===== src/rtl/anim_pkg.sv =====
// Shared animation definitions for the player animation producer and the
// sprite fetch consumer: state encodings, sprite geometry and colour key.
package anim_pkg;

  localparam int STATE_W          = 4;
  localparam int SPR_W            = 32;
  localparam int SPR_H            = 32;
  localparam int FRAMES_PER_STATE = 4;

  localparam int COL_W  = $clog2(SPR_W);
  localparam int ROW_W  = $clog2(SPR_H);
  localparam int FIDX_W = $clog2(FRAMES_PER_STATE);

  localparam logic [7:0] KEY_COLOR = 8'hE3;

  localparam logic [STATE_W-1:0] S_IDLE = 4'd0;
  localparam logic [STATE_W-1:0] S_WALK = 4'd1;
  localparam logic [STATE_W-1:0] S_JUMP = 4'd2;
  localparam logic [STATE_W-1:0] S_ATK1 = 4'd3;
  localparam logic [STATE_W-1:0] S_ATK2 = 4'd4;
  localparam logic [STATE_W-1:0] S_HIT  = 4'd5;
  localparam logic [STATE_W-1:0] S_LOSE = 4'd6;

  // True for encodings that have artwork stored in the sprite ROM.
  function automatic logic is_known_state(input logic [STATE_W-1:0] st);
    return st <= S_LOSE;
  endfunction

endpackage


===== src/rtl/anim_frame_seq.sv =====
// Effective animation frame generator. The producer always reports frame 0
// while walking, so the walk cycle is stepped here on the game tick. Unknown
// states fall back to IDLE frame 0, HIT always shows frame 0, and any other
// frame number beyond the stored frames is clamped to the last one.
module anim_frame_seq
  import anim_pkg::*;
#(
  parameter int WALK_HOLD = 6
) (
  input  logic               clk,
  input  logic               reset_n,
  input  logic               scen,
  input  logic [STATE_W-1:0] anim_state,
  input  logic [5:0]         anim_frame,
  output logic [STATE_W-1:0] eff_state,
  output logic [FIDX_W-1:0]  eff_frame
);

  localparam int HOLD_W = (WALK_HOLD > 1) ? $clog2(WALK_HOLD) : 1;

  logic [HOLD_W-1:0] hold_cnt;
  logic [FIDX_W-1:0] walk_idx;

  // Walk cycle: hold each frame for WALK_HOLD ticks, restart whenever the
  // player leaves WALK so every new walk begins on frame 0.
  always_ff @(posedge clk or negedge reset_n) begin
    if (!reset_n) begin
      hold_cnt <= '0;
      walk_idx <= '0;
    end else if (scen) begin
      if (anim_state == S_WALK) begin
        if (hold_cnt == HOLD_W'(WALK_HOLD - 1)) begin
          hold_cnt <= '0;
          walk_idx <= walk_idx + 1'b1;
        end else begin
          hold_cnt <= hold_cnt + 1'b1;
        end
      end else begin
        hold_cnt <= '0;
        walk_idx <= '0;
      end
    end
  end

  // Sanitise the producer's state/frame into something the ROM can serve.
  always_comb begin
    eff_state = anim_state;
    eff_frame = '0;
    if (!is_known_state(anim_state)) begin
      eff_state = S_IDLE;
      eff_frame = '0;
    end else if (anim_state == S_WALK) begin
      eff_frame = walk_idx;
    end else if (anim_state == S_HIT) begin
      eff_frame = '0;
    end else if (anim_frame > 6'(FRAMES_PER_STATE - 1)) begin
      eff_frame = FIDX_W'(FRAMES_PER_STATE - 1);
    end else begin
      eff_frame = anim_frame[FIDX_W-1:0];
    end
  end

endmodule


===== src/rtl/player_sprite_fetch.sv =====
// Player sprite fetch: snapshots the animation at each video frame start,
// turns the current scan position into a sprite-ROM address (with optional
// horizontal mirroring) and qualifies the returned pixel against the colour
// key. Outputs follow the scan position by two clocks; the second stage is
// a registered in-box flag aligned with the synchronous ROM's read data.
// Optional: define HIT_FLASH_EN to blink the HIT sprite 4 frames on / 4 off.
module player_sprite_fetch
  import anim_pkg::*;
#(
  parameter int ADDR_W    = 15,
  parameter int COLOR_W   = 8,
  parameter int WALK_HOLD = 6
) (
  input  logic               clk,
  input  logic               reset_n,
  input  logic               SCEN,
  input  logic               frame_start,
  input  logic [3:0]         anim_state,
  input  logic [5:0]         anim_frame,
  input  logic               facing_left,
  input  logic [9:0]         pos_x,
  input  logic [9:0]         pos_y,
  input  logic [9:0]         hcount,
  input  logic [9:0]         vcount,
  input  logic               video_on,
  output logic [ADDR_W-1:0]  rom_addr,
  input  logic [COLOR_W-1:0] rom_data,
  output logic [COLOR_W-1:0] pix_color,
  output logic               pix_valid
);

  logic [STATE_W-1:0] eff_state;
  logic [FIDX_W-1:0]  eff_frame;

  logic [STATE_W-1:0] snap_state;
  logic [FIDX_W-1:0]  snap_frame;
  logic [9:0]         snap_px;
  logic [9:0]         snap_py;
  logic               snap_facing;
  logic               armed;

  logic [10:0]        col_full;
  logic [10:0]        row_full;
  logic [COL_W-1:0]   col;
  logic [ROW_W-1:0]   row;
  logic [COL_W-1:0]   mcol;
  logic               in_box;
  logic [ADDR_W-1:0]  addr_next;

  logic               in_box_d1;
  logic               in_box_d2;
  logic               flash_blank;
  logic               opaque;

  anim_frame_seq #(
    .WALK_HOLD (WALK_HOLD)
  ) u_seq (
    .clk        (clk),
    .reset_n    (reset_n),
    .scen       (SCEN),
    .anim_state (anim_state),
    .anim_frame (anim_frame),
    .eff_state  (eff_state),
    .eff_frame  (eff_frame)
  );

  // Freeze the animation for a whole video frame so the sprite never tears;
  // drawing stays disabled after reset until the first frame boundary.
  always_ff @(posedge clk or negedge reset_n) begin
    if (!reset_n) begin
      snap_state  <= '0;
      snap_frame  <= '0;
      snap_px     <= '0;
      snap_py     <= '0;
      snap_facing <= 1'b0;
      armed       <= 1'b0;
    end else if (frame_start) begin
      snap_state  <= eff_state;
      snap_frame  <= eff_frame;
      snap_px     <= pos_x;
      snap_py     <= pos_y;
      snap_facing <= facing_left;
      armed       <= 1'b1;
    end
  end

  // Box test done one bit wider than the screen so a sprite hanging off
  // the right or bottom edge clips instead of wrapping to the other side.
  always_comb begin
    col_full  = {1'b0, hcount} - {1'b0, snap_px};
    row_full  = {1'b0, vcount} - {1'b0, snap_py};
    in_box    = video_on
                && !col_full[10] && (col_full < 11'(SPR_W))
                && !row_full[10] && (row_full < 11'(SPR_H));
    col       = col_full[COL_W-1:0];
    row       = row_full[ROW_W-1:0];
    mcol      = snap_facing ? (COL_W'(SPR_W - 1) - col) : col;
    addr_next = (ADDR_W'(snap_state) << (FIDX_W + ROW_W + COL_W))
              | (ADDR_W'(snap_frame) << (ROW_W + COL_W))
              | (ADDR_W'(row)        << COL_W)
              | ADDR_W'(mcol);
  end

  // Address stage and the in-box flag pipeline that tracks the ROM read.
  always_ff @(posedge clk or negedge reset_n) begin
    if (!reset_n) begin
      rom_addr  <= '0;
      in_box_d1 <= 1'b0;
      in_box_d2 <= 1'b0;
    end else begin
      rom_addr  <= in_box ? addr_next : '0;
      in_box_d1 <= in_box;
      in_box_d2 <= in_box_d1;
    end
  end

`ifdef HIT_FLASH_EN
  logic [2:0] flash_cnt;

  // Free-running frame counter; its top bit blanks the HIT sprite.
  always_ff @(posedge clk or negedge reset_n) begin
    if (!reset_n) begin
      flash_cnt <= '0;
    end else if (frame_start) begin
      flash_cnt <= flash_cnt + 3'd1;
    end
  end

  assign flash_blank = (snap_state == S_HIT) && flash_cnt[2];
`else
  assign flash_blank = 1'b0;
`endif

  // Final qualification of the ROM pixel: inside the box, armed, not keyed.
  always_comb begin
    opaque    = rom_data != COLOR_W'(KEY_COLOR);
    pix_valid = in_box_d2 && armed && opaque && !flash_blank;
    pix_color = pix_valid ? rom_data : '0;
  end

endmodule


===== config.mk =====
export PLATFORM = sky130hd
export DESIGN_NAME = player_sprite_fetch
export DESIGN_NICKNAME = d
export VERILOG_FILES = /design/src/rtl/anim_pkg.sv /design/src/rtl/anim_frame_seq.sv /design/src/rtl/player_sprite_fetch.sv
export SDC_FILE = /design/constraint.sdc
export NUM_CORES = 1
export LEC_CHECK = 0
export CAP_MARGIN = 20
export CORE_MARGIN = 2
export CORE_UTILIZATION = 49
export CTS_CLUSTER_DIAMETER = 150
export DETAILED_ROUTE_END_ITERATION = 12
export PLACE_DENSITY = 0.87
export SYNTH_ARGS = -nofsm -noshare
export SYNTH_HDL_FRONTEND = slang
export SYNTH_SLANG_ARGS = --single-unit

===== constraint.sdc =====
create_clock -name clk -period 3 [get_ports clk]
set_input_delay 0.6 -clock clk [delete_from_list [all_inputs] [get_ports clk]]
set_output_delay 0.6 -clock clk [all_outputs]
set_load 0.02 [all_outputs]

==> results.json, run 1 <==
{
  "whs_ns": 0.1173,
  "cts_buffers": 5,
  "start_util_pct": 50.32,
  "finalSetupViolCount": 0,
  "wl_per_cell_um": 14.52,
  "pwr-share-clk_pct": 22.9,
  "ioPinCount": 88,
  "postCtsHoldBufs": 0,
  "p_comb_share_pct": 37.9,
  "clock-sinks": 49,
  "gp_congestion": 0.8586,
  "synth_seq_area_share_pct": 38.60,
  "seqPwrFrac_pct": 39.2,
  "core_um2": 6314,
  "die-area_um2": 7144,
  "vias_per_cell": 5.504,
  "root_buffer": "clkbuf_8",
  "vias": 2917,
  "relSlewSlack_pct": 65.79,
  "power_density_nw_per_um2": 397.9,
  "slew_violations": 0,
  "grt_pass1_vias": 2830,
  "synthCells": 337,
  "dpl_worst_slack_ns": -0.2820,
  "cp.required_ns": 3.21,
  "drive_above_1_share_pct": 15.67,
  "die_h_um": 84.52,
  "period_share_pct": 95.30,
  "setup.worst_path.class": "primary input to flip-flop",
  "drc_errors": 0,
  "p_leak_nw": 2.052,
  "cts_tree": "done",
  "dieWidth_um": 84.52,
  "hp-class": "primary input to asynchronous set/reset pin",
  "p_sw_mw": 0.6069,
  "first_iter_violations": 137,
  "worstMarginPinSlew_ns": 0.5115,
  "overflow": 0,
  "worst_clock_skew_ns": 0.009465,
  "syn_nets": 423,
  "ys_seq_elements": 49,
  "grt_pass1_wl_um": 12700,
  "status": "finished, final reports clean",
  "htreeDepth": 2,
  "synth_area_per_cell_um2": 9.427,
  "async_flop_share_pct": 100.0,
  "drt_pre_antenna_iters": 4,
  "fillCellCount": 510,
  "critPathArrivalTime_ns": 3.07,
  "fmax_ghz": 0.3498,
  "clkLatencyLatePin_ns": 0.31,
  "peakVddDrop_mv": 0.2479,
  "grt_usage_pct": 21.55,
  "synth_ff_type": "dfrtp_1",
  "fin_tns_setup_ns": 0,
  "antenna_left": 0,
  "clkTransAtPathRegs_ns": 0.10,
  "switching_share_pct": 33.79,
  "synth_cell_type_count": 63,
  "p_int_mw": 1.189,
  "port_buffers": 87,
  "n_antenna_cell": 0,
  "maxCapViolations": 0,
  "worstPathMaxFanout": 9,
  "nets": 538,
  "grt_max_degree": 50,
  "min_period_ns": 2.859,
  "place_hpwl_um": 6015,
  "postCtsSetupBuffers": 0,
  "start_kind": "primary input",
  "netlist_area_um2": 3177,
  "ys_warn_count": 0,
  "synth-edff-count": 0,
  "wl_um": 7695,
  "finalPower_mw": 1.796,
  "finalHoldViolCount": 0,
  "antenna_found_initial": 0,
  "worst_slack_ns": 0.1411,
  "cts_buffer_depth": 2,
  "area_growth_pct": 42.10,
  "placementRows": 29,
  "final_util_pct": 71.50,
  "end_kind": "flip-flop"
}
==> layer usage <==
| metal | up-vias | part of all wire [%] | wire, um | track usage, % |
|---|---|---|---|---|
| li1 | 1451 | - | - | - |
| met1 | 1369 | 45 | 3453 | 28.29 |
| met2 | 95 | 50 | 3815 | 37.58 |
| met3 | 2 | 5.2 | 402 | 3.441 |
| met4 | 0 | 0.30 | 23 | 4.906 |
| met5 | - | 0 | 0 | 0 |
==> Yosys cell counts (all sizes together) (2+ instances only) <==
| cell | count | area share (%) |
|---|---|---|
| o2111ai | 3 | 0.83 |
| a311oi | 2 | 0.55 |
| xnor2 | 8 | 2.2 |
| xor2 | 3 | 0.83 |
| mux2i | 2 | 0.63 |
| o41ai | 2 | 0.55 |
| a31oi | 2 | 0.39 |
| o21a | 2 | 0.47 |
| nand4b | 3 | 1.3 |
| and2 | 6 | 1.2 |
| a21o | 8 | 1.9 |
| nor2 | 9 | 1.1 |
| o32ai | 2 | 0.55 |
| ha | 20 | 7.9 |
| nor2b | 3 | 0.59 |
| dfrtp | 49 | 39 |
| nor4 | 13 | 4.5 |
| a211o | 2 | 0.55 |
| o211ai | 5 | 1.2 |
| inv | 33 | 3.9 |
| nand4 | 3 | 0.59 |
| o21ai | 34 | 5.4 |
| o21bai | 3 | 0.71 |
| and3 | 5 | 0.98 |
| fa | 2 | 1.3 |
| nand2b | 4 | 0.79 |
| a211oi | 6 | 1.7 |
| nand2 | 37 | 4.4 |
| and4 | 2 | 0.55 |
| mux2 | 4 | 1.4 |
| a21oi | 16 | 2.6 |
| or2 | 4 | 0.79 |
| nand3 | 6 | 0.95 |
| buf | 6 | 1.2 |
| nor3 | 6 | 1.4 |
| clkbuf | 5 | 0.59 |
==> state kept, by name (all words and copies together), names as in the netlist, 2 cells and up <==
register        flops
rom_addr           15
snap_px            10
snap_py            10
snap_state          3
u_seq.hold_cnt      3
snap_frame          2
u_seq.walk_idx      2
==> critical path: stages <==
cell and delay [ns]:
clkdlybuf4s50_1 0.39, inv_1 0.05, ha_1 0.16, inv_1 0.05, fa_1 0.41, a21o_1 0.19, nand4_1 0.08, nand3_1 0.12
a2111oi_4 0.42, nand4b_4 0.14, buf_4 0.21, nor4_1 0.23
==> power by group through the flow <==
| stage | clock network, mW | logic [mW] | registers, mW |
|---|---|---|---|
| 6_report | 0.411 | 0.681 | 0.704 |
| 2_1_floorplan | 0 | 0.393 | 0.712 |
| 3_3_place_gp | 0 | 0.645 | 0.716 |
| 4_1_cts | 0.428 | 0.663 | 0.705 |
| 3_5_place_dp | 0 | 0.658 | 0.718 |
| 5_1_grt | 0.449 | 0.750 | 0.708 |
==> worst paths after layout <==
path,from,end,slack (ns),cells past startpoint
max,vcount[0],rom_addr[2],0.14,12
min,reset_n,snap_py[5],0.12,1
max reg2reg,snap_py[0],rom_addr[2],0.50,10
min reg2reg,in_box_d1,in_box_d2,0.36,0
max in group asynchronous,reset_n,snap_px[7],2.40,2
min in group clk,in_box_d1,in_box_d2,0.36,0
==> cells by family after synthesis <==
family | Yosys count | share of synthesized area (%)
multiplexers | 6 | 2.048
XOR/XNOR | 11 | 3.033
buffers and inverters | 44 | 5.671
adder cells (fa/ha/maj) | 22 | 9.138
AO/OA/AOI/OAI | 97 | 20.72
flip-flops | 49 | 38.60
AND/OR/NAND/NOR | 108 | 20.80
==> per-stage QoR <==
stage	instance area, um^2	cells
3_3_place_gp	4335	521
3_5_place_dp	4335	521
5_1_grt	4514	530
6_report	4514	530
2_1_floorplan	3177	337
4_1_cts	4437	529
==> cells in the final DEF, fill, tap and decap left out, types with 4 or more instances in the layout <==
cell | netlist | final
a211oi_1 | 4 | 4
a21o_1 | 8 | 8
a21oi_1 | 15 | 15
and2_1 | 6 | 6
and3_1 | 5 | 5
buf_4 | 1 | 30
clkbuf_8 | 0 | 5
clkdlybuf4s50_1 | 0 | 81
dfrtp_1 | 49 | 49
dlymetal6s2s_1 | 0 | 5
ha_1 | 20 | 20
inv_1 | 33 | 33
mux2_2 | 4 | 4
nand2_1 | 37 | 37
nand2b_1 | 4 | 4
nand3_1 | 6 | 6
nor2_1 | 9 | 9
nor4_2 | 5 | 8
o211ai_1 | 5 | 5
o21ai_0 | 33 | 33
or2_2 | 4 | 4
xnor2_1 | 8 | 7
==> repair_timing <==
action                     in CTS  in global routing
pin swaps                       0                  1
setup endpoints to repair       5                 10
gates resized for setup         1                 11
cloned                          0                  0
==> final cells by class <==
type	instances	area [um^2]	area share, %
Clock buffer	5	68.82	1.524
Multi-Input combinational cell	244	1831	40.55
Sequential cell	49	1226	27.16
Timing Repair Buffer	119	1144	25.33
Inverter	33	123.9	2.744
Clock inverter	3	25.02	0.5543
Tap cell	77	96.34	2.134
No activity file was read; power rests on OpenSTA's default activity.
==> run 2, diff against run 1 <==
--- a/config.mk
+++ b/config.mk
@@ -11,6 +11,8 @@
 export CTS_CLUSTER_DIAMETER = 150
 export DETAILED_ROUTE_END_ITERATION = 12
 export PLACE_DENSITY = 0.87
+export SKIP_CTS_REPAIR_TIMING = 1
+export SLEW_MARGIN = 30
 export SYNTH_ARGS = -nofsm -noshare
 export SYNTH_HDL_FRONTEND = slang
 export SYNTH_SLANG_ARGS = --single-unit
==> results.json, run 2 (synthesis results as in run 1) <==
{
  "power_density_nw_per_um2": 398.9,
  "whs_ns": 0.2845,
  "drc_errors": 0,
  "drive_above_1_share_pct": 15.27,
  "cp.required_ns": 3.21,
  "antenna_found_initial": 0,
  "vias": 2924,
  "cpPeakStageDelay_ns": 0.48,
  "critPathSlowestCell": "clkdlybuf4s50_1",
  "fmax_ghz": 0.3513,
  "maxCapViolations": 0,
  "min_period_ns": 2.847,
  "r2r_start": "snap_py[1]",
  "area_growth_pct": 40.96,
  "status": "finished, final reports clean",
  "first_iter_violations": 92,
  "largest-register": "rom_addr",
  "finalHoldViolCount": 0,
  "peakVddDrop_mv": 0.2477,
  "final_cell_count_no_fill": 529,
  "cp_cell_sequence": "clkdlybuf4s50_1 > ha_1 > nor2b_1 > o2111ai_1 > a311oi_1 > a2111oi_4 > nand4b_4 > buf_4 > nor4_1",
  "ff2ff_path_depth": 9,
  "overflow": 0,
  "cts_buffers": 5,
  "seq_area_um2": 1226,
  "clock-sinks": 49,
  "period_share_pct": 94.89,
  "fillCellCount": 530,
  "slew_violations": 0,
  "relSlewSlack_pct": 58.32,
  "p_leak_nw": 2.040,
  "finalPower_mw": 1.786,
  "die_h_um": 84.52,
  "multi_input_area_um2": 1812,
  "die-area_um2": 7144,
  "worst_clock_skew_ns": 0.003644,
  "placementRows": 29,
  "drt_pre_antenna_iters": 4,
  "mostFrequentLayoutCell": "clkdlybuf4s50_1",
  "largest_reg_flops": 15,
  "end_kind": "flip-flop",
  "layout_common_cells": "clkdlybuf4s50_1, dfrtp_1, nand2_1, inv_1, o21ai_0",
  "rrSetupSlack_ns": 0.52,
  "nets": 537,
  "cts_tree": "done",
  "wl_um": 7636,
  "ioPinCount": 88,
  "grt_pass1_wl_um": 12740,
  "reg_top3": "rom_addr: 15 flops, snap_px: 10 flops, snap_py: 10 flops",
  "reg2reg_to": "rom_addr[3]",
  "finalSetupViolCount": 0,
  "core_um2": 6314,
  "gp_congestion": 0.8586,
  "antenna_left": 0,
  "n_antenna_cell": 0,
  "vias_per_cell": 5.527,
  "grt_pass1_vias": 2832,
  "grt_usage_pct": 21.70,
  "cts_buffer_depth": 2,
  "rsz0062_at_grt": "no",
  "grt_max_degree": 50,
  "critPathArrivalTime_ns": 3.06,
  "htreeDepth": 2,
  "hp-class": "primary input to asynchronous set/reset pin",
  "final_util_pct": 70.93,
  "dieWidth_um": 84.52,
  "port_buffers": 87,
  "start_kind": "primary input",
  "worstPathMaxFanout": 9,
  "clkLatencyLatePin_ns": 0.31,
  "worstMarginPinSlew_ns": 0.6251,
  "root_buffer": "clkbuf_8",
  "placed_cells": 521,
  "setup.worst_path.class": "primary input to flip-flop",
  "wl_per_cell_um": 14.43,
  "clkTransAtPathRegs_ns": 0.10,
  "start_util_pct": 50.32,
  "place_hpwl_um": 6041
}
## run 2: metal layers
metal  GRT usage (%)  share of wire (%)  up-vias
met1           27.97                 44     1371
li1                -                  -     1444
met2           38.08                 49       97
met5               0                  0        -
met3           3.441                5.9       12
met4           5.628                1.8        0
## run 2: critical path: cells and delay by family
family	cells	cell delay [ns]
buffers and inverters	2	0.68
AOI/OAI and AO/OA	3	0.91
adders and majority gates	1	0.33
and+or+nand+nor	3	0.53
## run 2: layout make-up
| class | count | share of cell area (%) |
|---|---|---|
| multi-input combinational | 244 | 40.46 |
| sequential | 49 | 27.38 |
| timing repair buffer | 118 | 25.15 |
| inverter | 33 | 2.766 |
| tap | 77 | 2.151 |
| clock buffer | 5 | 1.537 |
| clock inverter | 3 | 0.5588 |
## run 2: per-stage QoR
| stage | instance area, um^2 | worst slack [ns] | setup TNS, ns |
|---|---|---|---|
| floorplan | 3177 | 0.2770 | 0 |
| global placement | 4335 | -0.1758 | -1.876 |
| detailed placement | 4338 | -0.2822 | -2.884 |
| CTS | 4432 | -0.08234 | -0.3332 |
| global route | 4478 | 0.01695 | 0 |
| finish | 4478 | 0.1532 | 0 |
## run 2: worst max-delay path by stage
stage	start	endpoint	cells after the start	slack (ns)
3_3_place_gp	hcount[0]	rom_addr[1]	12	-0.18
3_5_place_dp	hcount[0]	rom_addr[4]	12	-0.28
4_1_cts	rom_data[4]	pix_color[5]	5	-0.08
5_1_grt	vcount[1]	rom_addr[0]	9	0.02
2_1_floorplan	hcount[0]	rom_addr[7]	11	0.28
6_report	vcount[1]	rom_addr[3]	9	0.15
## run 2: power by group
part           switching, mW  leakage (nW)  internal (mW)
clock network          0.244        0.0447          0.169
logic                  0.343          1.36          0.327
registers             0.0131         0.635          0.691
total                  0.600          2.04           1.19
